$ cat src/rtl/sseg_pkg.sv
// rtl/sseg_pkg.sv - shared constants, display word layout and glyph table for the seven-segment scanner
package sseg_pkg;

  localparam logic [7:0] SEG_OFF     = 8'hFF;
  localparam logic [3:0] AN_OFF      = 4'hF;
  localparam logic [6:0] GLYPH_BLANK = 7'h7F;

  // Active-low g..a patterns; b and d are lowercase so they stay distinct from 8 and 0.
  localparam logic [6:0] GLYPH_TABLE [16] = '{
    7'h40, 7'h79, 7'h24, 7'h30, 7'h19, 7'h12, 7'h02, 7'h78,
    7'h00, 7'h10, 7'h08, 7'h03, 7'h46, 7'h21, 7'h06, 7'h0E
  };

  typedef struct packed {
    logic        lzb;
    logic [3:0]  dp;
    logic [15:0] value;
  } disp_word_t;

endpackage

$ cat src/rtl/sseg_hex_decode.sv
// rtl/sseg_hex_decode.sv - combinational hex nibble to active-low seven-segment pattern
module sseg_hex_decode
  import sseg_pkg::*;
(
  input  logic [3:0] i_hex,
  output logic [6:0] o_seg
);

  assign o_seg = GLYPH_TABLE[i_hex];

endmodule

$ cat src/rtl/sseg_scan4.sv
// rtl/sseg_scan4.sv - four-digit multiplexed common-anode driver with guard blanking,
// leading-zero blanking and double-buffered updates
module sseg_scan4
  import sseg_pkg::*;
#(
  parameter int DWELL_CYCLES = 100000,
  parameter int GUARD_CYCLES = 1000,
  parameter int CNT_W        = 17
) (
  input  logic        clock,
  input  logic        reset,
  input  logic        enable,
  input  logic        load,
  input  logic [15:0] value,
  input  logic [3:0]  dp,
  input  logic        lzb,
  output logic [7:0]  seg,
  output logic [3:0]  an,
  output logic        frame
);

  localparam logic [CNT_W-1:0] CNT_LAST  = CNT_W'(DWELL_CYCLES - 1);
  localparam logic [CNT_W-1:0] CNT_GUARD = CNT_W'(GUARD_CYCLES);

  logic [CNT_W-1:0] r_cnt;
  logic [1:0]       r_idx;
  disp_word_t       r_shadow;
  disp_word_t       r_active;
  logic [7:0]       r_seg;
  logic [3:0]       r_an;

  logic             w_cnt_last;
  logic             w_wrap;
  logic [3:0]       w_digit;
  logic [6:0]       w_glyph;
  logic             w_blank;
  logic [7:0]       w_seg_nxt;
  logic [3:0]       w_an_nxt;

  assign w_cnt_last = (r_cnt == CNT_LAST);
  assign w_wrap     = enable && w_cnt_last && (r_idx == 2'd3);
  assign w_digit    = r_active.value[{r_idx, 2'b00} +: 4];

  sseg_hex_decode u_decode (
    .i_hex (w_digit),
    .o_seg (w_glyph)
  );

  // A digit is a leading zero when it and every more-significant digit are zero.
  always_comb begin
    w_blank = r_active.lzb && (r_idx != 2'd0);
    for (int k = 0; k < 4; k++) begin
      if ((k >= int'(r_idx)) && (r_active.value[4*k +: 4] != 4'h0)) begin
        w_blank = 1'b0;
      end
    end
  end

  always_comb begin
    w_an_nxt  = AN_OFF;
    w_seg_nxt = SEG_OFF;
    if (enable && (r_cnt >= CNT_GUARD)) begin
      w_an_nxt  = ~(4'b0001 << r_idx);
      w_seg_nxt = {~r_active.dp[r_idx], (w_blank ? GLYPH_BLANK : w_glyph)};
    end
  end

  always_ff @(posedge clock or negedge reset) begin
    if (!reset) begin
      r_cnt <= '0;
      r_idx <= 2'd0;
    end else if (!enable) begin
      r_cnt <= '0;
      r_idx <= 2'd0;
    end else if (w_cnt_last) begin
      r_cnt <= '0;
      r_idx <= r_idx + 2'd1;
    end else begin
      r_cnt <= r_cnt + 1'b1;
    end
  end

  // Active only follows shadow at frame boundaries while scanning, so a digit never tears mid-frame.
  always_ff @(posedge clock or negedge reset) begin
    if (!reset) begin
      r_shadow <= '0;
      r_active <= '0;
    end else begin
      if (load) begin
        r_shadow <= '{lzb: lzb, dp: dp, value: value};
      end
      if (!enable || w_wrap) begin
        r_active <= r_shadow;
      end
    end
  end

  always_ff @(posedge clock or negedge reset) begin
    if (!reset) begin
      r_an  <= AN_OFF;
      r_seg <= SEG_OFF;
    end else begin
      r_an  <= w_an_nxt;
      r_seg <= w_seg_nxt;
    end
  end

  assign an    = r_an;
  assign seg   = r_seg;
  assign frame = w_wrap;

endmodule

$ cat config.mk
export PLATFORM = sky130hd
export DESIGN_NAME = sseg_scan4
export DESIGN_NICKNAME = d
export VERILOG_FILES = /design/src/rtl/sseg_pkg.sv /design/src/rtl/sseg_hex_decode.sv /design/src/rtl/sseg_scan4.sv
export SDC_FILE = /design/constraint.sdc
export NUM_CORES = 1
export LEC_CHECK = 0
export CORE_UTILIZATION = 40
export CTS_CLUSTER_DIAMETER = 100
export DETAILED_ROUTE_END_ITERATION = 8
export DONT_BUFFER_PORTS = 1
export GPL_ROUTABILITY_DRIVEN = 0
export GPL_TIMING_DRIVEN = 0
export PLACE_DENSITY = 0.6
export SETUP_SLACK_MARGIN = 0.1
export SYNTH_ARGS = -nofsm -noshare
export SYNTH_HDL_FRONTEND = slang
export SYNTH_HIERARCHICAL = 1
export SYNTH_SLANG_ARGS = --single-unit
$ cat constraint.sdc
create_clock -name clock -period 6.9 [get_ports clock]
set_input_delay 1.035 -clock clock [delete_from_list [all_inputs] [get_ports clock]]
set_output_delay 1.035 -clock clock [all_outputs]
set_load 0.03 [all_outputs]
==> run metrics, run 1 <==
Setup crit end kind=primary output; Mapped Area=approximately 3500 um2; Seq/Total Area, Yosys=a little over half; # Post-CTS Setup Buffers=0; # placed instances=roughly 380; worst hold-check slack=between 0.3 and 0.4 ns; Worst-path clk slew=~0.080 ns; RSZ-0062 raised after global routing=false; grt total ovfl=0; Tcrit/Tclk final=between 40 and 50%; R2R cell count=7; drt wl/cell=~16 um; synth warn=6; min Tclk post-route=around 3.4 ns; Starting Density=between 40% and 50%; syn_nets=317; Synth-to-Final Area Change=9.406%; WL final=6325 um; proportion of synthesized area in mux cells=19.27%; average size of a mapped cell=around 13 um2; wire length on met1=3070 um; top sig layer=met4; Setup Viol. Count Final=0; Netlist cell types=42; final cell count without fillers=400; final instance area=around 3900 um2; Clock Root Buffer=clkbuf_8; PnR worst setup slack=3.471 ns; status=finished clean; Place WS=a little under 4 ns; asr flop ratio synth=between 90% and 100%; row count=33; met2 routed wirelength=around 2800 um; Pwr Density=~240 nW/um2; crit path to=frame; First-pass DRT Iterations=4; largest net degree at the start of global routing=74; share of cells above drive strength 1=32.54%; synthesized netlist cell count=279; ANT nets after route=0; #FFs+latches synth=between 70 and 80; worst-margin pin slew=approximately 1 ns; dpl hpwl=4585 um; Reg-to-Reg End=seg[3]; crit path launch=r_cnt[0]; largest area contributor in the netlist=dfrtp_1; most frequent cells in the layout=61 x dfrtp_1, 22 x mux2_2, 20 x mux2_4, 18 x nor2_1, 16 x nand2_1; maximum clock path buffer count=2; largest family of logic cells by synthesized area=multiplexers; Pins Over Slew Limit=0; critical path depth=4; highest clock rate=roughly 290 MHz; MaxCap Viol Count=0; simple-gate share of the synthesized area=between 10% and 20%; dominant synthesized flop cell=dfrtp_1; Slowest-stage cell, CP=nor3_1; maximum VDD drop=between 0.1 and 0.15 mV; commonest non-fill, non-tap cell in the layout=dfrtp_1; residual DRC count=0; TNS Setup=0 ns; PortBufs=0; Vias/cell=5.225; DP Area=3670 um2; vias in the first global route=approximately 2.1k; CTS buffer count=9; Clk Latency, worst-skew pair=approximately 0.35 ns; crit start category=flip-flop; FF-to-FF Start=r_idx[1]; CP Cell Sequence=ha_1 -> clkbuf_1 -> nand4_1 -> nor3_1; Antenna diodes=0; main area contributors after synthesis=dfrtp_1 43%, dfstp_2 8.9%, mux2_4 8.5%; total global-route track usage=16.02%; I/O pin count=38; Worst path max stage delay=just under 0.9 ns; Core ar.=between 8000 and 9000 um2; Hold Crit Class=input pin to asynchronous set/reset pin; hold buffers post-CTS=0; Worst path top cell family by delay=simple AND/OR/NAND/NOR gates; initial antenna violation count=0; crit path DAT=~2.4 ns; post-synthesis adder-cell area fraction=4.597%; r2r setup slk=about 4.3 ns; H-tree depth=3; number of flops mapped to enable cells by yosys=0; Leak=around 1.6 nW; CP Buf/Inv Count=1; Synth Area in Compound Gates=4.597%; xor/xnor cell area share of the yosys netlist=about 3.5%; first-pass GRT wire length=~11000 um; clock sinks=73; vias=2090; critical path peak fanout=7; NumNets Final=roughly 330; Synth top area share=roughly 43%; die span in y=approximately 96 um; Worst Path Required=around 5.9 ns; CTS tree=yes; Fin. Hold Viols=0; Worst Skew=roughly 0.011 ns; CP Class=flip-flop to primary output; Initial DRC Count=just under 80; routed wl met3=approximately 340 um; Worst slew margin=roughly a third; total die area=9227 um2; post-CTS sizing=0; Die X=around 96 um
report_power, final:
group          switching [mW]  leakage [nW]  internal [mW]  total, mW
clock                   0.169         0.100          0.170      0.338
combinational          0.0421         0.624         0.0614      0.104
sequential             0.0238         0.881          0.460      0.484
cell families (layout without fill, tap and decap cells):
logic type	Yosys count	count (layout)
compound gates	24	24
xor+xnor	14	14
fa+ha+maj	13	13
buf+inv	23	39
flops	73	73
mux	49	49
simple gates	83	83
Yosys cell counts (2+ instances only):
| library cell | n |
|---|---|
| a21oi_1 | 4 |
| and4_1 | 3 |
| buf_2 | 4 |
| buf_6 | 3 |
| clkbuf_1 | 5 |
| dfrtp_1 | 61 |
| dfstp_2 | 12 |
| ha_1 | 13 |
| inv_1 | 11 |
| mux2_2 | 22 |
| mux2_4 | 20 |
| mux4_2 | 5 |
| nand2_1 | 16 |
| nand3_1 | 10 |
| nand4_1 | 6 |
| nor2_1 | 18 |
| nor3_1 | 6 |
| nor4_1 | 6 |
| o211ai_1 | 4 |
| o21ai_0 | 5 |
| o21ai_1 | 2 |
| o22ai_1 | 3 |
| or2_2 | 9 |
| xnor2_1 | 10 |
| xor2_1 | 4 |
sequential cells by signal, summed over array words and instances (netlist names):
register,cells
r_idx,2
r_cnt,17
seg,8
r_active,21
an,4
r_shadow,21
metal layers:
| metal | global-route usage, % | up-vias |
|---|---|---|
| li1 | - | 1001 |
| met1 | 22.28 | 1029 |
| met2 | 23.05 | 52 |
| met3 | 5.134 | 8 |
| met4 | 6.343 | 0 |
| met5 | 0 | - |
worst register-to-register path: cells and delay by family, from the launching register on:
family	cells	cell delay, ns
muxes	1	0.67
adders and majority gates	1	0.25
DFF	1	0.37
and+or+nand+nor	2	0.58
AOI/OAI and AO/OA	2	0.21
buffers and inverters	1	0.42
final cells by class:
cell class              count  area (um2)
clock inverters             7       77.57
multi-input cells         183        1583
plain buffers              12       72.57
clock buffers               9       123.9
inverters                  11       41.29
fillers                   746        4511
well taps                 105       131.4
flip-flops and latches     73        1842
through the flow:
stage / utilization, % / power [mW]
after global placement: 43.78 / 0.5918
after detailed placement: 43.78 / 0.5960
after global routing: 46.19 / 0.9702
after CTS: 46.19 / 0.9372
after floorplan: - / 0.5722
final: 46.19 / 0.9260
how the worst min path moves through the flow:
stage               slack (ns)            to    startpoint  depth (start not counted)
global route              0.34   r_shadow[9]         reset                          0
detailed placement        0.49  r_active[14]  r_shadow[14]                          1
finish                    0.37   r_shadow[9]         reset                          0
floorplan                 0.45  r_active[14]  r_shadow[14]                          1
global placement          0.48  r_active[14]  r_shadow[14]                          1
CTS                       0.35  r_shadow[10]         reset                          0
Note: power is estimated with default switching activity, not from simulation.
==> run 2, diff against run 1 <==
--- a/config.mk
+++ b/config.mk
@@ -11,7 +11,7 @@
 export DONT_BUFFER_PORTS = 1
 export GPL_ROUTABILITY_DRIVEN = 0
 export GPL_TIMING_DRIVEN = 0
-export PLACE_DENSITY = 0.6
+export PLACE_DENSITY = 0.62
 export SETUP_SLACK_MARGIN = 0.1
 export SYNTH_ARGS = -nofsm -noshare
 export SYNTH_HDL_FRONTEND = slang
==> constraint.sdc (replaced) <==
create_clock -name clock -period 3 [get_ports clock]
set_input_delay 0.45 -clock clock [delete_from_list [all_inputs] [get_ports clock]]
set_output_delay 0.45 -clock clock [all_outputs]
set_load 0.03 [all_outputs]
==> run 2 against run 1 <==
  * Worst hold slack got worse by 0.13 ns
  * Sequential share of layout area decreased by 0.74 points
  * Total power increased by 140%
  * Critical path depth increased by 3
  * Cell area increased by 1.6%
  * Largest power group unchanged
==> run metrics, run 2 (same netlist as run 1, synthesis figures left out) <==
NumNets Final=330 (was 328); Synth-to-Final Area Change=11.14% (was 9.406%); Worst-path clk slew=0.08 ns (about the same); CTS tree=yes (unchanged); ANT nets after route=0 (unchanged); Fin. Hold Viols=0 (unchanged); Initial DRC Count=63 (was 78); maximum VDD drop=0.4734 mV (was 0.1280 mV); NetSw=0.5324 mW (was 0.2345 mW); Clk pwr share=38.2% (was 36.5%); CP Class=flip-flop to flip-flop (was flip-flop to primary output); Tcrit/Tclk final=between 80 and 90%; Clk Latency, worst-skew pair=0.35 ns (about the same); vias=2123 (was 2090); Pwr Density=566.2 nW/um2 (was 239.2 nW/um2); initial antenna violation count=0 (unchanged); PortBufs=0 (unchanged); Hold Crit Class=input pin to flip-flop (was input pin to asynchronous set/reset pin); first-pass GRT wire length=10870 um (was 10890 um); dpl hpwl=4509 um (was 4585 um); Largest regs=r_active x21, r_shadow x21, r_cnt x17 (unchanged); I/O pin count=38 (unchanged); Internal Pwr Total=1.694 mW (was 0.6916 mW); drt wl/cell=15.83 um (was 15.81 um); Worst slew margin=58.21% (was 32.04%); Vias/cell=5.281 (was 5.225); hold wc startpoint=value[8]; die span in y=96.06 um (unchanged); total die area=9227 um2 (unchanged); largest net degree at the start of global routing=74 (unchanged); Antenna diodes=0 (unchanged); highest clock rate=392.9 MHz; Setup crit end kind=flip-flop (was primary output); crit path launch=r_idx[1] (was r_cnt[0]); top sig layer=met4 (unchanged); MaxCap Viol Count=0 (unchanged); power share of the combinational group=11.7% (was 11.2%); sw frac=23.91% (was 25.32%); First-pass DRT Iterations=4 (unchanged); # Post-CTS Setup Buffers=0 (unchanged); final instance area=3933 um2 (was 3871 um2); Worst Path Required=3.28 ns (was 5.86 ns); maximum clock path buffer count=2 (unchanged); Pins Over Slew Limit=0 (unchanged); critical path peak fanout=8 (was 7); grt total ovfl=0 (unchanged); TNS Setup=0 ns (unchanged); Core ar.=8382 um2 (unchanged); status=finished clean (unchanged); commonest non-fill, non-tap cell in the layout=dfrtp_1 (unchanged); RSZ-0062 raised after global routing=false (unchanged); Leak=1.635 nW (was 1.605 nW); clock sinks=73 (unchanged); routed wl met3=343 um (was 336 um); DP Area=3670 um2 (unchanged); share of cells above drive strength 1=32.66% (was 32.54%); row count=33 (unchanged); residual DRC count=0 (unchanged); FF-to-FF Start=r_idx[1] (unchanged); most frequent cells in the layout=61 x dfrtp_1, 22 x mux2_2, 20 x mux2_4, 18 x nor2_1, 16 x nand2_1 (unchanged); crit start category=flip-flop (unchanged); CTS buffer count=9 (unchanged); Die X=96.06 um (unchanged); wire length on met1=3175 um (was 3070 um); crit path DAT=2.82 ns (was 2.39 ns); Filler cells=747 (was 746); min Tclk post-route=between 2 and 3 ns; H-tree depth=3 (unchanged); Setup Viol. Count Final=0 (unchanged); PnR Total Power=2.227 mW (was 0.9260 mW); Worst Skew=0.008865 ns (was 0.01070 ns); Clock Root Buffer=clkbuf_8 (unchanged); WL final=6365 um (was 6325 um); Reg power frac=50.1% (was 52.3%); Starting Density=42.22% (unchanged); worst-margin pin slew=0.6269 ns (was 1.012 ns); vias in the first global route=2126 (was 2132); total global-route track usage=15.84% (was 16.02%); met2 routed wirelength=2750 um (was 2834 um)
run 2: path summary, 6_finish.rpt:
kind	to	slack, ns	cells after the start
setup / recovery	seg[3]	0.45	7
hold / removal	r_shadow[8]	0.24	1
setup reg to reg	seg[3]	0.45	7
hold reg to reg	r_active[5]	0.50	1
max in group asynchronous	an[2]	2.02	2
min in group asynchronous	r_shadow[13]	0.65	2
run 2: power groups by stage:
stage	clock network (mW)	logic (mW)	registers, mW
2_1_floorplan	0	0.206	1.11
3_3_place_gp	0	0.230	1.13
3_5_place_dp	0	0.236	1.13
4_1_cts	0.879	0.263	1.12
5_1_grt	0.915	0.290	1.13
6_report	0.852	0.260	1.11
run 2: area by class of cell:
| cell class | instances | area (um2) | share of cell area [%] |
|---|---|---|---|
| clock buffer | 11 | 141.4 | 3.595 |
| tap | 105 | 131.4 | 3.341 |
| buffer | 12 | 72.57 | 1.845 |
| inverter | 11 | 41.29 | 1.050 |
| clock inverter | 5 | 78.83 | 2.004 |
| timing repair buffer | 2 | 37.54 | 0.9545 |
| sequential | 73 | 1842 | 46.83 |
| multi-input combinational | 183 | 1588 | 40.38 |
run 2: timing repair:
| item | CTS | global route |
|---|---|---|
| hold buffers | 2 | 0 |
| endpoints found under the setup margin | 0 | 1 |
| endpoints found under the hold margin | 73 | 0 |
| gates resized for setup | 0 | 1 |
run 2: stage by stage:
step	worst slack [ns]	util (%)	hold slack (ns)	instances
after floorplan	0.6847	-	0.1544	279
after global placement	0.4733	43.78	0.1582	384
after detailed placement	0.4546	43.78	0.1587	384
after CTS	0.1858	46.86	0.2244	402
after global routing	0.2649	46.92	0.2233	402
final	0.4547	46.92	0.2419	402
run 2: worst max-delay path, stage by stage (launching register included):
cell and delay (ns):
dfrtp_1 0.37, clkbuf_1 0.41, mux4_2 0.66, ha_1 0.24, or2_2 0.29, a21oi_1 0.16
a31oi_1 0.05, or2_2 0.30
run 2: per-layer routing:
metal	track usage, %	up-vias
met1	22.34	1050
met3	5.055	10
met4	6.716	0
li1	-	1009
met5	0	-
met2	22.16	54
==> run 3, diff against run 2 <==
--- a/config.mk
+++ b/config.mk
@@ -11,7 +11,7 @@
 export DONT_BUFFER_PORTS = 1
 export GPL_ROUTABILITY_DRIVEN = 0
 export GPL_TIMING_DRIVEN = 0
-export PLACE_DENSITY = 0.62
+export PLACE_DENSITY = 0.6
 export SETUP_SLACK_MARGIN = 0.1
 export SYNTH_ARGS = -nofsm -noshare
 export SYNTH_HDL_FRONTEND = slang
==> constraint.sdc (replaced) <==
create_clock -name clock -period 2.5 [get_ports clock]
set_input_delay 0.375 -clock clock [delete_from_list [all_inputs] [get_ports clock]]
set_output_delay 0.375 -clock clock [all_outputs]
set_load 0.03 [all_outputs]
==> run 3 against run 2 <==
  * Clock power grew 9.6%
  * Largest cell class unchanged
  * Global-route usage grew 0.16 points
  * Count of clock-buffer cells in the layout shrank 2
  * Sequential cell count is the same
  * Critical endpoint unchanged
  * Cell area grew 0.29%
  * Sequential share of layout area shrank 0.13 points
==> run metrics, run 3 (same netlist as run 1, synthesis figures left out) <==
sw frac=25.90% (was 23.91%); total global-route track usage=16.00% (was 15.84%); CP Class=flip-flop to flip-flop (unchanged); maximum clock path buffer count=2 (unchanged); highest clock rate=432.1 MHz (was 392.9 MHz); PortBufs=0 (unchanged); ANT nets after route=0 (unchanged); NumNets Final=333 (was 330); MaxCap Viol Count=0 (unchanged); Pins Over Slew Limit=0 (unchanged); Die X=96.06 um (unchanged); residual DRC count=0 (unchanged); worst-margin pin slew=0.6316 ns (was 0.6269 ns); Tcrit/Tclk final=92.56% (was 84.84%); Worst slew margin=57.90% (was 58.21%); maximum VDD drop=0.3506 mV (was 0.4734 mV); min Tclk post-route=2.314 ns (was 2.545 ns); Setup crit end kind=flip-flop (unchanged); Reg power frac=51.6% (was 50.1%); crit path DAT=2.59 ns (was 2.82 ns); crit start category=flip-flop (unchanged); CTS tree=yes (unchanged); row count=33 (unchanged); Antenna diodes=0 (unchanged); drt wl/cell=15.75 um (was 15.83 um); vias in the first global route=2149 (was 2126); Worst path top cell family by delay=multiplexers (unchanged); grt total ovfl=0 (unchanged); Slowest-stage cell, CP=mux4_2 (unchanged); Starting Density=42.22% (unchanged); CTS buffer count=9 (unchanged); Worst path max stage delay=0.60 ns (was 0.66 ns); CP Buf/Inv Count=1 (unchanged); Initial DRC Count=92 (was 63); # placed instances=384 (unchanged); Clk Latency, worst-skew pair=0.35 ns (about the same); Worst-path clk slew=0.08 ns (about the same); final cell count without fillers=405 (was 402); H-tree depth=3 (unchanged); I/O pin count=38 (unchanged); dpl hpwl=4585 um (was 4509 um); Vias/cell=5.244 (was 5.281); TNS Setup=0 ns (unchanged); first-pass GRT wire length=10900 um (was 10870 um); power share of the combinational group=12.4% (was 11.7%); most frequent cells in the layout=61 x dfrtp_1, 22 x mux2_2, 20 x mux2_4, 18 x nor2_1, 16 x nand2_1 (unchanged); PnR Total Power=2.591 mW (was 2.227 mW); share of cells above drive strength 1=34.00% (was 32.66%); Setup Viol. Count Final=0 (unchanged); vias=2124 (was 2123); Pwr Density=656.9 nW/um2 (was 566.2 nW/um2); Hold Crit Class=input pin to flip-flop (unchanged); RSZ-0062 raised after global routing=false (unchanged); total die area=9227 um2 (unchanged); Clock Root Buffer=clkbuf_8 (unchanged); Core ar.=8382 um2 (unchanged); WL final=6379 um (was 6365 um); Worst Skew=0.01065 ns (was 0.008865 ns); status=finished clean (unchanged); largest net degree at the start of global routing=74 (unchanged); initial antenna violation count=0 (unchanged); CP most frequent cell=or2_2 (unchanged); Clk pwr share=36.1% (was 38.2%); CP Cell Sequence=buf_2 -> mux4_2 -> ha_1 -> or2_2 -> a21oi_1 -> a31oi_1 -> or2_2 (was clkbuf_1 -> mux4_2 -> ha_1 -> or2_2 -> a21oi_1 -> a31oi_1 -> or2_2); Synth-to-Final Area Change=11.46% (was 11.14%); Fin. Hold Viols=0 (unchanged); critical path peak fanout=8 (unchanged); Internal Pwr Total=1.920 mW (was 1.694 mW); die span in y=96.06 um (unchanged); Leak=1.657 nW (was 1.635 nW); Worst Path Required=2.77 ns (was 3.28 ns); clock sinks=73 (unchanged); NetSw=0.6709 mW (was 0.5324 mW); commonest non-fill, non-tap cell in the layout=dfrtp_1 (unchanged); First-pass DRT Iterations=4 (unchanged); Largest regs=r_active x21, r_shadow x21, r_cnt x17 (unchanged)
==> run 3: timing repair <==
action                     4_1_cts  5_1_grt
hold buffers                     2        0
buffers inserted                 0        3
gates resized for setup          2        2
cloned                           0        0
hold endpoints to repair        73        0
pin swaps                        0        2
setup endpoints to repair        4        3
==> run 3: path summary, 6_finish.rpt <==
kind,start,slack (ns),cells past startpoint,end
worst max-delay path,r_idx[1],0.19,7,seg[3]
worst min-delay path,value[10],0.17,1,r_shadow[10]
worst max register to register,r_idx[1],0.19,7,seg[3]
worst min register to register,r_shadow[6],0.51,1,r_active[6]
max in group asynchronous,reset,1.61,2,seg[3]
min in group asynchronous,reset,0.57,2,r_shadow[9]
==> run 3: layout make-up <==
| class | instances | area (um2) |
|---|---|---|
| tap | 105 | 131.4 |
| fill | 745 | 4438 |
| multi-input combinational | 183 | 1594 |
| clock buffer | 9 | 123.9 |
| clock inverter | 7 | 77.57 |
| inverter | 11 | 41.29 |
| buffer | 12 | 73.82 |
| timing repair buffer | 5 | 60.06 |
| sequential | 73 | 1842 |
==> run 3: metal layers <==
| metal | part of all wire [%] | routed length [um] | global-route usage [%] | up-vias |
|---|---|---|---|---|
| met3 | 5.1 | 327 | 5.134 | 9 |
| met4 | 1.4 | 90 | 6.343 | 0 |
| li1 | - | - | - | 1011 |
| met5 | 0 | 0 | 0 | - |
| met2 | 45 | 2886 | 23.17 | 54 |
| met1 | 48 | 3075 | 22.13 | 1050 |
==> run 3: worst reg2reg max path: stages (launching register included) <==
cell	delay (ns)
dfrtp_1	0.37
buf_2	0.25
mux4_2	0.60
ha_1	0.24
or2_2	0.28
a21oi_1	0.16
a31oi_1	0.05
or2_2	0.30
==> run 3: metrics by stage <==
stage                     area (um2)  setup WS, ns  util (%)  hold WS (ns)
after floorplan                 3538        0.1847         -       0.07941
after global placement          3670      -0.02156     43.78       0.08301
after detailed placement        3670      -0.04808     43.78       0.08301
after CTS                       3915       0.02466     46.71        0.1483
after global routing            3944       0.08532     47.05        0.1377
final                           3944        0.1859     47.05        0.1652
==> run 3: power by group through the flow <==
stage / combinational [mW] / sequential [mW] / clock, mW
final: 0.321 / 1.34 / 0.934
after global routing: 0.358 / 1.35 / 1.01
after CTS: 0.317 / 1.34 / 0.963
after detailed placement: 0.286 / 1.36 / 0
after global placement: 0.278 / 1.36 / 0
after floorplan: 0.248 / 1.33 / 0
==> edit, RTL diff (config.mk and constraints of run 2) <==
Change the parameter `CNT_W` from 17 to 15.
--- a/src/rtl/sseg_scan4.sv
+++ b/src/rtl/sseg_scan4.sv
@@ -6,5 +6,5 @@
   parameter int DWELL_CYCLES = 100000,
   parameter int GUARD_CYCLES = 1000,
-  parameter int CNT_W        = 17
+  parameter int CNT_W        = 15
 ) (
   input  logic        clock,
Formal check against the unedited RTL: same outputs for any inputs over 10 cycles, from zero or initial values and one cycle with reset low; that may be too few to reach the edited logic, so the function may still have changed.
==> edit against run 2 <==
  * Clock power fell by 11%
  * Area after synthesis shrank 3.6%
  * Wire length is 9.6% lower
  * Cell area down 3.9%
  * Sequential cell count down 2
  * Worst setup slack got worse by 0.090 ns
  * Clock skew is essentially flat
  * Sequential share of layout area grew 0.60 points
  * Global-route usage fell by 1.2 points
  * Power is 5.5% lower
  * Hold slack got worse by 0.0030 ns
  * Critical path type is now register to output port
  * Largest cell class unchanged
  * Largest power group unchanged
==> edit: results (changes against run 2) <==
Synth
  • Top post-synthesis cells by area: dfrtp_1 43%, dfstp_2 9.2%, mux2_4 8.8%
  • Post-synthesis mux area share: 20.0% (+0.72 points)
  • Post-Syn Instances: 260 (-6.8%)
  • Yosys reg bits: 71 (-2.7%)
  • XOR/XNOR Fraction of Synth Area: 3.60% (+0.13 points)
  • Compound-gate portion of the synthesized area: 3.45% (-1.1 points)
  • Seq/Total Area, Yosys: 52.5% (+0.48 points)
  • Synth cell count leaders: 59 x dfrtp_1, 23 x mux2_2, 20 x mux2_4
  • Mapped Nets: 298 (-6.0%)

Cells and area
  • CLK BUF: 10 (-1)
  • Largest regs: r_active: 21 flops, r_shadow: 21 flops, r_cnt: 15 flops
  • Final Util: 46.0% (-0.95 points)
  • Final #Nets: 311 (-5.8%)
  • Final non-clock buffer share: 3.28% (+0.48 points)
  • Clock-cell share of area: 5.23% (-0.37 points)
  • Share of cells above drive strength 1: 33.8% (+1.2 points)
  • Non-clk bufs: 12 (-2)
  • Count of multi-input gates: 168 (-8.2%)
  • # fillers: 728 (-2.5%)
  • Reg area: 1790 um2 (-2.7%)
  • Layout Cells excl Fill: 383 (-4.7%)

Pwr
  • Clk power: 0.760 mW (-11%)
  • Worst vdd ir: 0.350 mV (-26%)
  • Clock network power share: 36.1% (-2.1 points)
  • Pint: 1.57 mW (-7.3%)

Global route
  • Met1 Track Usage GR: 19.8% (-2.6 points)
  • Global Route Usage Sum: 14.6% (-1.2 points)
  • Grt met3 use: 4.99% (-0.063 points)
  • Largest net degree at the start of global routing: 72 (-2.7%)
  • First-pass GRT wire length: 9.62 mm (-11%)
  • Vias in the first global route: 1,922 (-9.6%)

Detailed routing
  • Metal3 WL: 262 um (-24%)
  • WL met2: 2.55 mm (-7.4%)
  • Routed WL: 5.76 mm (-9.6%)
  • M1 WL: 2.83 mm (-11%)
  • Vias per cell: 4.96 (-6.0%)
  • DRT iter0 DRCs: 70 (+11%)

Placement
  • Cell count after placement: 365 (-4.9%)
  • Place WS: 0.496 ns (+0.0412 ns)

STA
  • Slew at the pin closest to its max-slew limit: 0.580 ns (-0.0468 ns)
  • Post-route clock skew: 0.00866 ns (-0.000205 ns)
  • Final period demand of the worst path: 2.64 ns (+0.0903 ns)

Setup path
  • CP Data Arrival Time: 2.19 ns (-0.63 ns)
  • CP Max Fanout: 7 (-1)

Outcome
  • Status: finished clean
[edit: changes by cell type after synthesis, sizes merged, moves of 2 or more]
cell / change
xnor2: +2
a21oi: -3
nand2: +2
o211ai: -2
o21ai: -3
and4: -4
xor2: -2
nand3: -4
nor2: -4
nand4: -3
and2: +3
buf: -2
dfrtp: -2
[edit: cells by family after synthesis]
group	Yosys count
simple gates	75
mux	49
compound gates	17
flops	71
xor+xnor	14
buf+inv	21
fa+ha+maj	13
[edit: path summary, 6_finish.rpt]
kind,start,to,cells after the start
max in group asynchronous,reset,seg[3],2
worst min-delay path,dp[2],r_shadow[18],1
worst max register to register,r_idx[1],seg[3],7
min in group asynchronous,reset,r_shadow[17],2
worst min register to register,r_shadow[4],r_active[4],1
worst max-delay path,r_cnt[0],frame,4
[edit: critical path: stages (launching register included)]
cell	delay, ns
dfrtp_1	0.42
ha_1	0.23
nand4_1	0.35
nor4_4	0.48
and3_2	0.36
